==> src/rtl/conv_tile_loader.sv <==
// rtl/conv_tile_loader.sv - raster pixel stream to DIMxDIM tile buffer with convolution handshake
module conv_tile_loader #(
    parameter int DATA_W = 8,
    parameter int DIM    = 8
) (
    input  logic              clk,
    input  logic              rst,
    input  logic              s_valid,
    input  logic [DATA_W-1:0] s_data,
    output logic              s_ready,
    output logic              start,
    input  logic              conv_done,
    input  logic [3:0]        rd_i,
    input  logic [3:0]        rd_j,
    output logic [DATA_W-1:0] rd_data,
    output logic              busy,
    output logic [7:0]        tiles_done
);

    localparam int RW = (DIM > 2) ? $clog2(DIM) : 1;
    localparam int AW = $clog2(DIM * DIM);

    typedef enum logic [1:0] {FILL, LAUNCH, WAIT_DONE} state_t;

    state_t            state;
    logic [RW-1:0]     row;
    logic [RW-1:0]     col;
    logic              conv_done_q;
    logic [DATA_W-1:0] mem [DIM*DIM];

    logic              accept;
    logic              last_col;
    logic              last_pix;
    logic              done_evt;
    logic              rd_in_range;
    logic [AW-1:0]     wr_addr;
    logic [AW-1:0]     rd_addr;

    assign s_ready     = (state == FILL);
    assign busy        = (state != FILL);
    assign accept      = s_valid & s_ready;
    assign last_col    = (col == RW'(DIM - 1));
    assign last_pix    = last_col && (row == RW'(DIM - 1));
    // Completion is the rising edge only, so a level held high cannot retrigger
    assign done_evt    = conv_done & ~conv_done_q;
    assign wr_addr     = AW'(row) * AW'(DIM) + AW'(col);
    assign rd_addr     = AW'(rd_i) * AW'(DIM) + AW'(rd_j);
    assign rd_in_range = ({1'b0, rd_i} < 5'(DIM)) && ({1'b0, rd_j} < 5'(DIM));

    // Tile sequencing: raster position, launch pulse and completed-tile count
    always_ff @(posedge clk) begin
        if (rst) begin
            state      <= FILL;
            row        <= '0;
            col        <= '0;
            start      <= 1'b0;
            tiles_done <= 8'd0;
        end else begin
            start <= 1'b0;
            case (state)
                FILL: begin
                    if (accept) begin
                        if (last_pix) begin
                            row   <= '0;
                            col   <= '0;
                            state <= LAUNCH;
                            start <= 1'b1;
                        end else if (last_col) begin
                            col <= '0;
                            row <= row + RW'(1);
                        end else begin
                            col <= col + RW'(1);
                        end
                    end
                end
                LAUNCH: begin
                    state <= WAIT_DONE;
                end
                WAIT_DONE: begin
                    if (done_evt) begin
                        state      <= FILL;
                        tiles_done <= tiles_done + 8'd1;
                    end
                end
                default: begin
                    state <= FILL;
                end
            endcase
        end
    end

    // Delayed copy of conv_done for edge detection
    always_ff @(posedge clk) begin
        if (rst) begin
            conv_done_q <= 1'b0;
        end else begin
            conv_done_q <= conv_done;
        end
    end

    // Buffer storage survives reset so a tile can still be read back afterwards
    always_ff @(posedge clk) begin
        if (accept) begin
            mem[wr_addr] <= s_data;
        end
    end

    // Registered read port; a same-cycle write is not forwarded, so old data is returned
    always_ff @(posedge clk) begin
        if (rst) begin
            rd_data <= '0;
        end else if (rd_in_range) begin
            rd_data <= mem[rd_addr];
        end else begin
            rd_data <= '0;
        end
    end

endmodule

==> config.mk <==
export PLATFORM = sky130hd
export DESIGN_NAME = conv_tile_loader
export DESIGN_NICKNAME = d
export VERILOG_FILES = /design/src/rtl/conv_tile_loader.sv
export SDC_FILE = /design/constraint.sdc
export NUM_CORES = 1
export LEC_CHECK = 0
export ABC_AREA = 1
export CAP_MARGIN = 5
export CORE_MARGIN = 5
export CORE_UTILIZATION = 45
export CTS_CLUSTER_SIZE = 14
export DETAILED_ROUTE_END_ITERATION = 6
export GPL_TIMING_DRIVEN = 0
export PLACE_DENSITY = 0.6
export SLEW_MARGIN = 20
export SYNTH_ARGS = -nofsm -noshare
export SYNTH_HDL_FRONTEND = slang
export SYNTH_SLANG_ARGS = --single-unit
==> constraint.sdc <==
create_clock -name clk -period 2.1 [get_ports clk]
set_clock_uncertainty 0.05 [all_clocks]
set_input_delay 0.315 -clock clk [delete_from_list [all_inputs] [get_ports clk]]
set_output_delay 0.315 -clock clk [all_outputs]
set_load 0.03 [all_outputs]
# Yosys cells after proc, flatten, opt, wreduce, memory -nomap -nowiden
# Memory sizes are Yosys's and may differ from the RTL's. A register that Yosys moved wholly into a read port is not among the register bits.
# Cells that the tools add are included.
# Widths: inputs -> output; s select.
[totals]
word_cells = 49
input_bits = 20
mem_count = 1
reg_bits = 18
output_inout_bits = 19
latch_bits = 0
ramBits = 512
mem_bits_ro = 0
[classes]
shifts = 0
addsub = 5
multipliers = 0
n_div = 0
n_mux = 11
reduce_logical = 11
magnitude_cmp = 2
eq_ne = 7
bitwise = 6
[memory_table]
columns = ["name", "depth", "word_bits", "read_ports", "rd_ports_with_merged_regs", "wr", "line", "source"]
rows = [
  ["mem", 64, 8, 1, 1, 1, "29", "logic [DATA_W-1:0] mem [DIM*DIM];"],
]
[ops]
columns = ["operator", "n"]
rows = [
  ["$mux 3", 4],
  ["$add 8x1->8 const B", 1],
  ["$lt 4x4->1 const B", 2],
  ["$add 3x1->3 const B", 2],
  ["$add 6x3->6", 1],
  ["$add 6x4->6", 1],
  ["$eq 3x3->1 const B", 2],
  ["$mux 2", 3],
  ["$pmux 2 s3", 1],
  ["$reduce_and 3->1", 2],
  ["$ne 2x1->1 const B", 2],
  ["$not 1->1", 4],
  ["$reduce_and 2->1", 2],
  ["$reduce_bool 2->1", 2],
  ["$mux 1", 3],
  ["$reduce_or 3->1", 1],
  ["$and 1x1->1", 2],
  ["$eq 2x1->1 const B", 1],
  ["$eq 2x2->1 const B", 1],
  ["$logic_and 1x1->1", 2],
  ["$logic_not 2->1", 1],
  ["$ne 2x2->1 const B", 1],
  ["$reduce_or 2->1", 1],
]

# Depth between registers and ports, before layout
# Gate-level depths: netlist of run 1.
[depth]
word_depth = 5
depth_mapped = 12
ltp_nobuf = 9

# Worst setup path after synthesis of run 1
# No wires, ideal clock.
[synth_path]
path_type = "register to register"
start = "reg state[1]"
end = "mem mem[48][0] (enable)"
path_buffers = 0
synth_period_minus_slack_ns = 2.450
setup_time_ns = 0.383
t_required_ns = 1.667
stages_incl_launch_ff = 6
arrival_ns = 2.017
path_slack_ns = -0.350
path_cell_list = "dfxtp_1 -> nor2_1 -> nand2_1 -> clkinv_1 -> nand3_1 -> nor3_1"
[synth_via]
elab_chain_cells = 4
[synth_rtl]
columns = ["element", "line", "source"]
rows = [
  ["start: declaration", "25", "state_t state;"],
  ["start signal: assignment", "53", "state <= FILL;"],
  ["start signal: assignment", "66", "state <= LAUNCH;"],
  ["start signal: assignment", "77", "state <= WAIT_DONE;"],
  ["$logic_not 2->1", "39", "assign s_ready = (state == FILL);"],
  ["named net s_ready", "10", "output logic s_ready,"],
  ["$and 1x1->1", "41", "assign accept = s_valid & s_ready;"],
  ["$mux 1", "103", "if (accept) begin"],
  ["$mux 1 (implied by the code)", "104", "mem[wr_addr] <= s_data;"],
  ["end: declaration", "29", ""],
]
# The timed path passes the listed nets, and every way through them passes these cells.

# Worst setup path in the final report of run 1
[layout_path]
start = "reg row[2]"
end = "mem mem[60][6] (enable)"
[layout_via]
elab_chain_cells = 1
[layout_rtl]
columns = ["element", "line", "source"]
rows = [
  ["start: declaration", "26", "logic [RW-1:0] row;"],
  ["start signal: assignment", "70", "row <= row + RW'(1);"],
  ["$add 6x3->6", "46", "assign wr_addr = AW'(row) * AW'(DIM) + AW'(col);"],
]
# No other way between the ends.

==> out/qor_table.md, run 1 <==
| Parameter | Reported |
|---|---|
| Die width | 232 um |
| Worst-case clock buffer depth | 3 |
| Count of pins over their slew limit | 0 |
| Cell variety after synth | 26 |
| Number of warning messages in the yosys log | 0 |
| Family with the most delay on the worst path | simple AND/OR/NAND/NOR gates |
| Global route overflow | 0 |
| Worst hold path cell count | 1 |
| Combined area of all synthesized cells | 0.0221 mm2 |
| Hold Path Class | input port to flop |
| Buffering stage count on the worst path with inverters included | 1 |
| Clk sink count | 538 |
| Setup total negative slack | -0.274 ns |
| Crit-path most repeated cell | sky130_fd_sc_hd__nand2_1 |
| Placeable Area | 0.0487 mm2 |
| I/O pin total | 39 |
| GR Util All Layers | 26.1% |
| CTS tree | done |
| Crit path launch type | flop |
| Post-DP Area | 0.0235 mm2 |
| Rows | 81 |
| Max-slew headroom at the worst pin | 51.3% |
| Number of buffers inserted during clock tree synthesis | 56 |
| Final setup slack of the worst path | -0.0384 ns |
| Crit-path max cell delay | 0.61 ns |
| Max Clk Rate | 468 MHz |
| Initial drt markers | 1696 |
| Logic depth of the worst register-to-register path | 4 |
| Starting density of the core | 45.3% |
| Number of global-route vias before repair | 14.4k |
| Count leader, synth | sky130_fd_sc_hd__nand2_1 |
| Remaining design rule violation count | 0 |
| Count of buffers from port buffering | 36 |
| Number of enable-type register cells in the synthesized netlist | 512 |
| Total power per unit cell area | 872 mW/mm2 |
| Worst-path fanout max | 8 |
| Detailed-route wire length per cell | 25.5 um |
| Number of nets in the final layout | 2085 |
| Antenna violations before repair | 1 |
| Final weighted congestion of routability-driven global placement | 0.970 |
| Buffer cell driving the clock tree root | sky130_fd_sc_hd__clkbuf_16 |
| Minimum clock period after layout | 2.14 ns |
| Design area | 0.0265 mm2 |
| Antenna cell count | 0 |
| Total of flip-flops plus latches after synthesis | 538 |
| Share of Yosys cell area claimed by the top area cell type | 69.6% |
| Synthesized instance count | 1910 |
| Via count normalized by instance count | 5.63 |
| Share of the yosys chip area belonging to registers | 71.9% |
| Slowest stage cell on the critical path | sky130_fd_sc_hd__nor2_2 |
| 1st-pass router iterations | 7 |
| Largest voltage drop on the vdd net | 585 uV |
| Fraction of registers with async set or reset after synthesis | 0% |
| Standby leakage power | 9.58 nW |
| Period utilization | 102% |
| Residual antenna-violating net count after detailed routing | 0 |
| Primary flip-flop cell chosen by synthesis mapping | sky130_fd_sc_hd__edfxtp_1 |
| Endpoints failing hold | 0 |
| Required time of the critical path | 2.29 ns |
| Unrepaired setup endpoints after global routing | yes |
| Crit path cell chain | nand2_1, inv_1, nand2_1, nor2_2 |
| WS Path Type | flop to flop |
| Max-cap check violation count | 0 |
| Total nets after synthesis | 1937 |
| Count of filler cells inserted in the layout | 4154 |
| Post-synth top cells | sky130_fd_sc_hd__nand2_1 (659), sky130_fd_sc_hd__edfxtp_1 (512), sky130_fd_sc_hd__nand3_1 (445), sky130_fd_sc_hd__nor2_1 (72), sky130_fd_sc_hd__buf_6 (31) |
| Endpoint kind of the worst setup timing path | flop |
| Failing checks | negative setup slack |
| Slew at the pin closest to its max-slew limit | 0.729 ns |
| Largest net degree at the start of global routing | 59 |
| Syn Area/Cell | 11.6 um2 |
| Top cell type by total area after synthesis | sky130_fd_sc_hd__edfxtp_1 |
| Number of stages on the worst setup path | 4 |
| Cells taking the most area after synthesis | sky130_fd_sc_hd__edfxtp_1 (70%), sky130_fd_sc_hd__nand2_1 (11%), sky130_fd_sc_hd__nand3_1 (10%) |
| Area enclosed by the die boundary | 0.0536 mm2 |
| Share of cells above drive strength 1 | 15.9% |
| DRT Wirelength | 70.6 mm |
| Hold slack | 0.0529 ns |
| Clock network latency to the later pin of the worst-skew pair | 0.61 ns |
| HPWL after detailed placement | 47.9 mm |
| Clk slew on worst S/H paths | 0.06 ns |
| Finish-stage setup viols | 9 |
| Result of the run | finished with violations |
| Chip Height | 232 um |
| Data arrival time of the worst path | 2.33 ns |
| DR vias | 15.6k |
| Synthesis-to-finish area growth | 20.1% |
| First-pass GRT wire length | 101 mm |
| H-tree depth | 2 |
| Power after layout | 23.1 mW |
==> per-layer routing <==
layer | track usage, % | up-vias | part of all wire (%)
met1 | 37.2 | 7695 | 42
li1 | - | 7022 | -
met4 | 7.75 | 0 | 3.7
met5 | 0 | - | 0
met2 | 42.0 | 704 | 47
met3 | 3.97 | 138 | 7.9
==> through the flow <==
step	util, %	instances	setup WS (ns)
2_1_floorplan	-	1910	-0.0394
3_3_place_gp	47.9	2610	-1.51
3_5_place_dp	48.2	2618	-1.11
4_1_cts	52.9	2731	-0.436
5_1_grt	54.5	2766	-0.159
6_report	54.5	2766	-0.0384
==> final timing paths <==
path / start / slack [ns] / to
setup / recovery: row[2] / -0.04 / mem[60][6]
hold / removal: s_data[5] / 0.05 / mem[40][5]
setup reg to reg: row[2] / -0.04 / mem[60][6]
hold reg to reg: state[0] / 0.46 / state[1]
==> what timing repair did <==
item	4_1_cts	5_1_grt
hold buffers	1	0
endpoints found under the hold margin	6	0
gates resized for setup	144	58
pin swaps	4	33
setup buffers	11	35
setup endpoints to repair	524	394
==> power breakdown <==
| part | internal [mW] | switching (mW) |
|---|---|---|
| clock network | 5.37 | 4.14 |
| logic | 0.504 | 1.33 |
| registers | 11.8 | 0.0194 |
==> area by class of cell <==
cell class | instances | area (um2) | area share [%]
Buffer | 110 | 822 | 3.10
Sequential cell | 538 | 15900 | 59.9
Multi-Input combinational cell | 1233 | 5980 | 22.5
Inverter | 28 | 116 | 0.438
Timing Repair Buffer | 91 | 1170 | 4.42
Tap cell | 664 | 831 | 3.13
Clock inverter | 35 | 287 | 1.08
Clock buffer | 67 | 1440 | 5.43
==> state kept, by name (all words and copies together) (netlist names) <==
name	cells
rd_data	8
conv_done_q	1
start	1
col	3
mem	512
row	3
state	2
tiles_done	8
==> cells by family after synthesis <==
group	count (synthesis)	share of synthesized area [%]
AND/OR/NAND/NOR	1196	23.0
adder cells (fa/ha/maj)	7	0.396
AO/OA/AOI/OAI	28	0.645
flip-flops	538	71.9
XOR/XNOR	2	0.0793
buffers and inverters	139	3.96
==> cell usage in the layout (no fill, tap or decap), drive strengths merged, types with 7 or more instances in the layout <==
cell,netlist,final
buf,87,148
nor3,11,11
nand3,445,445
clkinv,2,25
inv,26,28
nand2,659,659
a21oi,17,17
clkbuf,24,91
dfxtp,26,26
nor2,72,72
o21ai,10,10
clkdlybuf4s50,0,21
edfxtp,512,512
ha,7,7
No activity file was read; power rests on OpenSTA's default activity.
==> run 2, diff against run 1 <==
--- a/config.mk
+++ b/config.mk
@@ -13,4 +13,6 @@
 export DETAILED_ROUTE_END_ITERATION = 6
+export DONT_BUFFER_PORTS = 1
 export GPL_TIMING_DRIVEN = 0
-export PLACE_DENSITY = 0.6
+export PLACE_DENSITY = 0.59
+export SETUP_SLACK_MARGIN = 0.15
 export SLEW_MARGIN = 20
--- a/constraint.sdc
+++ b/constraint.sdc
@@ -4,2 +4,2 @@
 set_output_delay 0.315 -clock clk [all_outputs]
-set_load 0.03 [all_outputs]
+set_load 0.005 [all_outputs]
==> run 2 against run 1 <==
  * The run now ends clean
  * Core utilization about the same
  * First-iteration DRC count increased by 6.2%
  * Register-to-register slack improved by 0.096 ns
  * Die area unchanged
  * Flip-flop and latch count unchanged
  * Worst hold slack got worse by 0.0058 ns
  * Maximum frequency increased by 4.7%
  * Critical endpoint is now mem[34][5]
  * Largest power group unchanged
==> out/qor_table.md, run 2 (same netlist as run 1, synthesis figures left out) <==
| Parameter | Reported | Change |
|---|---|---|
| Clock network latency to the later pin of the worst-skew pair | 0.61 ns | about the same |
| CTS tree | done |  |
| Detailed-route wire length per cell | 25.7 um | +0.50% |
| Wire length on met2 | 33.2 mm | +0.37% |
| Finish-stage setup viols | 0 | -9 |
| Unrepaired setup endpoints after global routing | yes |  |
| Power after layout | 22.9 mW | -1.1% |
| Crit path cell chain | inv_1, nand3_2, nor2_4 |  |
| Antenna violations before repair | 0 | -1 |
| Number of buffers inserted during clock tree synthesis | 54 | -3.6% |
| Routed length on met1 | 28.8 mm | -2.0% |
| Storage cell area | 0.0159 mm2 | about the same |
| First-pass GRT wire length | 101 mm | +0.75% |
| Commonest cells after routing, fill and taps aside | sky130_fd_sc_hd__nand2_1 (656), sky130_fd_sc_hd__edfxtp_1 (512), sky130_fd_sc_hd__nand3_1 (434), sky130_fd_sc_hd__nor2_4 (58), sky130_fd_sc_hd__buf_4 (56) |  |
| Area enclosed by the die boundary | 0.0536 mm2 | unchanged |
| Placeable Area | 0.0487 mm2 | unchanged |
| Setup total negative slack | 0 ns | +0.274 ns |
| Result of the run | finished clean |  |
| Data arrival time of the worst path | 2.26 ns | -0.07 ns |
| Max-slew headroom at the worst pin | 45.7% | -5.6 points |
| Slew at the pin closest to its max-slew limit | 0.814 ns | +0.0855 ns |
| Count of pins over their slew limit | 0 | unchanged |
| Residual antenna-violating net count after detailed routing | 0 | unchanged |
| DR vias | 15.5k | -0.64% |
| Largest register by flop count | mem |  |
| Global route overflow | 0 | unchanged |
| Worst-path fanout max | 8 | unchanged |
| DRT Wirelength | 70.9 mm | +0.36% |
| Top flop regs | mem: 512 flops, rd_data: 8 flops, tiles_done: 8 flops |  |
| Starting density of the core | 45.3% | unchanged |
| Share of cells above drive strength 1 | 15.8% | -0.16 points |
| Chip Height | 232 um | unchanged |
| Clk slew on worst S/H paths | 0.07 ns | about the same |
| Count of buffers from port buffering | 0 | -100% |
| HPWL after detailed placement | 45.7 mm | -4.6% |
| Leading cell type in the layout, fill and taps excluded | sky130_fd_sc_hd__nand2_1 |  |
| Number of nets in the final layout | 2082 | -0.14% |
| Required time of the critical path | 2.32 ns | +0.03 ns |
| Endpoint kind of the worst setup timing path | flop |  |
| Slowest stage cell on the critical path | sky130_fd_sc_hd__nand3_2 |  |
| Uppermost metal layer occupied by signal nets | met4 |  |
| GR Util All Layers | 26.2% | +0.15 points |
| Max Clk Rate | 490 MHz | +4.7% |
| Reg2Reg Setup Slack | 0.06 ns | +0.10 ns |
| Area of combinational cells with multiple inputs | 0.00597 mm2 | -0.15% |
| Buffer cell driving the clock tree root | sky130_fd_sc_hd__clkbuf_16 |  |
| I/O pin total | 39 | unchanged |
| Endpoints failing hold | 0 | unchanged |
| Hold Path Class | input port to flop |  |
| Largest voltage drop on the vdd net | 675 uV | +15% |
| WS Path Type | flop to flop |  |
| Crit path launch type | flop |  |
| H-tree depth | 2 | unchanged |
| Largest net degree at the start of global routing | 65 | +10% |
| Final weighted congestion of routability-driven global placement | 0.956 | -1.5% |
| Die width | 232 um | unchanged |
| Via count normalized by instance count | 5.60 | -0.50% |
| Max-cap check violation count | 0 | unchanged |
| Standby leakage power | 9.53 nW | -0.57% |
| Worst-case clock buffer depth | 3 | unchanged |
| Number of global-route vias before repair | 14.6k | +1.4% |
| Crit-path max cell delay | 0.48 ns | -0.13 ns |
| Met3 layer wire length in the routed design | 6.38 mm | +14% |
| Total power per unit cell area | 862 mW/mm2 | -1.2% |
| Antenna cell count | 0 | unchanged |
| Remaining design rule violation count | 0 | unchanged |
| Initial drt markers | 1801 | +6.2% |
| Period utilization | 97.3% | -4.6 points |
| Synthesis-to-finish area growth | 20.2% | about the same |
| Clk sink count | 538 | unchanged |
| Minimum clock period after layout | 2.04 ns | -0.0957 ns |
| Count of filler cells inserted in the layout | 4180 | +0.63% |
| Core occupancy in the finished layout | 54.5% | about the same |
| Number of flip-flops under the largest register name | 512 | unchanged |
| 1st-pass router iterations | 5 | -2 |
| Rows | 81 | unchanged |
==> run 2: cell types whose count changed in the layout (fill, tap and decap cells not counted), sizes merged <==
cell,delta
buf,+26
clkinv,+6
dlygate4sd2,-4
dlymetal6s2s,-3
clkdlybuf4s50,-21
clkinvlp,-2
inv,-1
clkbuf,-6
dlygate4sd3,+1
==> run 2: layout make-up <==
type,count,share of cell area [%]
clock buffers,61,5.26
repair buffers,89,4.88
inverters,28,0.452
multi-input cells,1233,22.5
clock inverters,38,1.06
plain buffers,111,2.90
well taps,664,3.13
flip-flops and latches,538,59.8
==> run 2: critical path: cells and delay by family, from the launching register on <==
family	cells	cell delay, ns
buffers and inverters	1	0.29
flip-flops	1	0.40
AND/OR/NAND/NOR	2	0.94
==> run 2: final timing paths <==
| kind | from | endpoint | cells after the start |
|---|---|---|---|
| hold reg to reg | state[0] | state[1] | 2 |
| hold / removal | s_data[7] | mem[49][7] | 1 |
| setup / recovery | row[0] | mem[34][5] | 3 |
| setup reg to reg | row[0] | mem[34][5] | 3 |
==> run 2: metal layers <==
metal  GRT usage [%]  vias up
li1                -     6999
met2            41.7      780
met5               0        -
met1            37.2     7565
met4            9.32        0
met3            3.92      115
==> run 2: repair_timing <==
action | CTS | global route
pin swaps | 48 | 1
setup endpoints to repair | 512 | 341
gates resized for setup | 146 | 11
hold buffers | 10 | 0
setup buffers | 75 | 1
hold endpoints to repair | 516 | 0
==> run 2: metrics by stage <==
step	instances	hold slack, ns	setup slack, ns	area (um2)
CTS	2761	0.0446	0.104	26500
finish	2762	0.0471	0.0573	26600
floorplan	1910	0.364	0.0757	22100
global placement	2574	0.372	-0.957	22900
detailed placement	2577	0.372	-1.20	23000
global route	2762	0.0505	0.000373	26600
==> run 2: power breakdown <==
part | internal (mW) | leakage (nW) | switching, mW
Clock | 5.25 | 0.820 | 4.07
Sequential | 11.8 | 4.82 | 0.0204
Combinational | 0.474 | 3.89 | 1.29
Total | 17.5 | 9.53 | 5.38
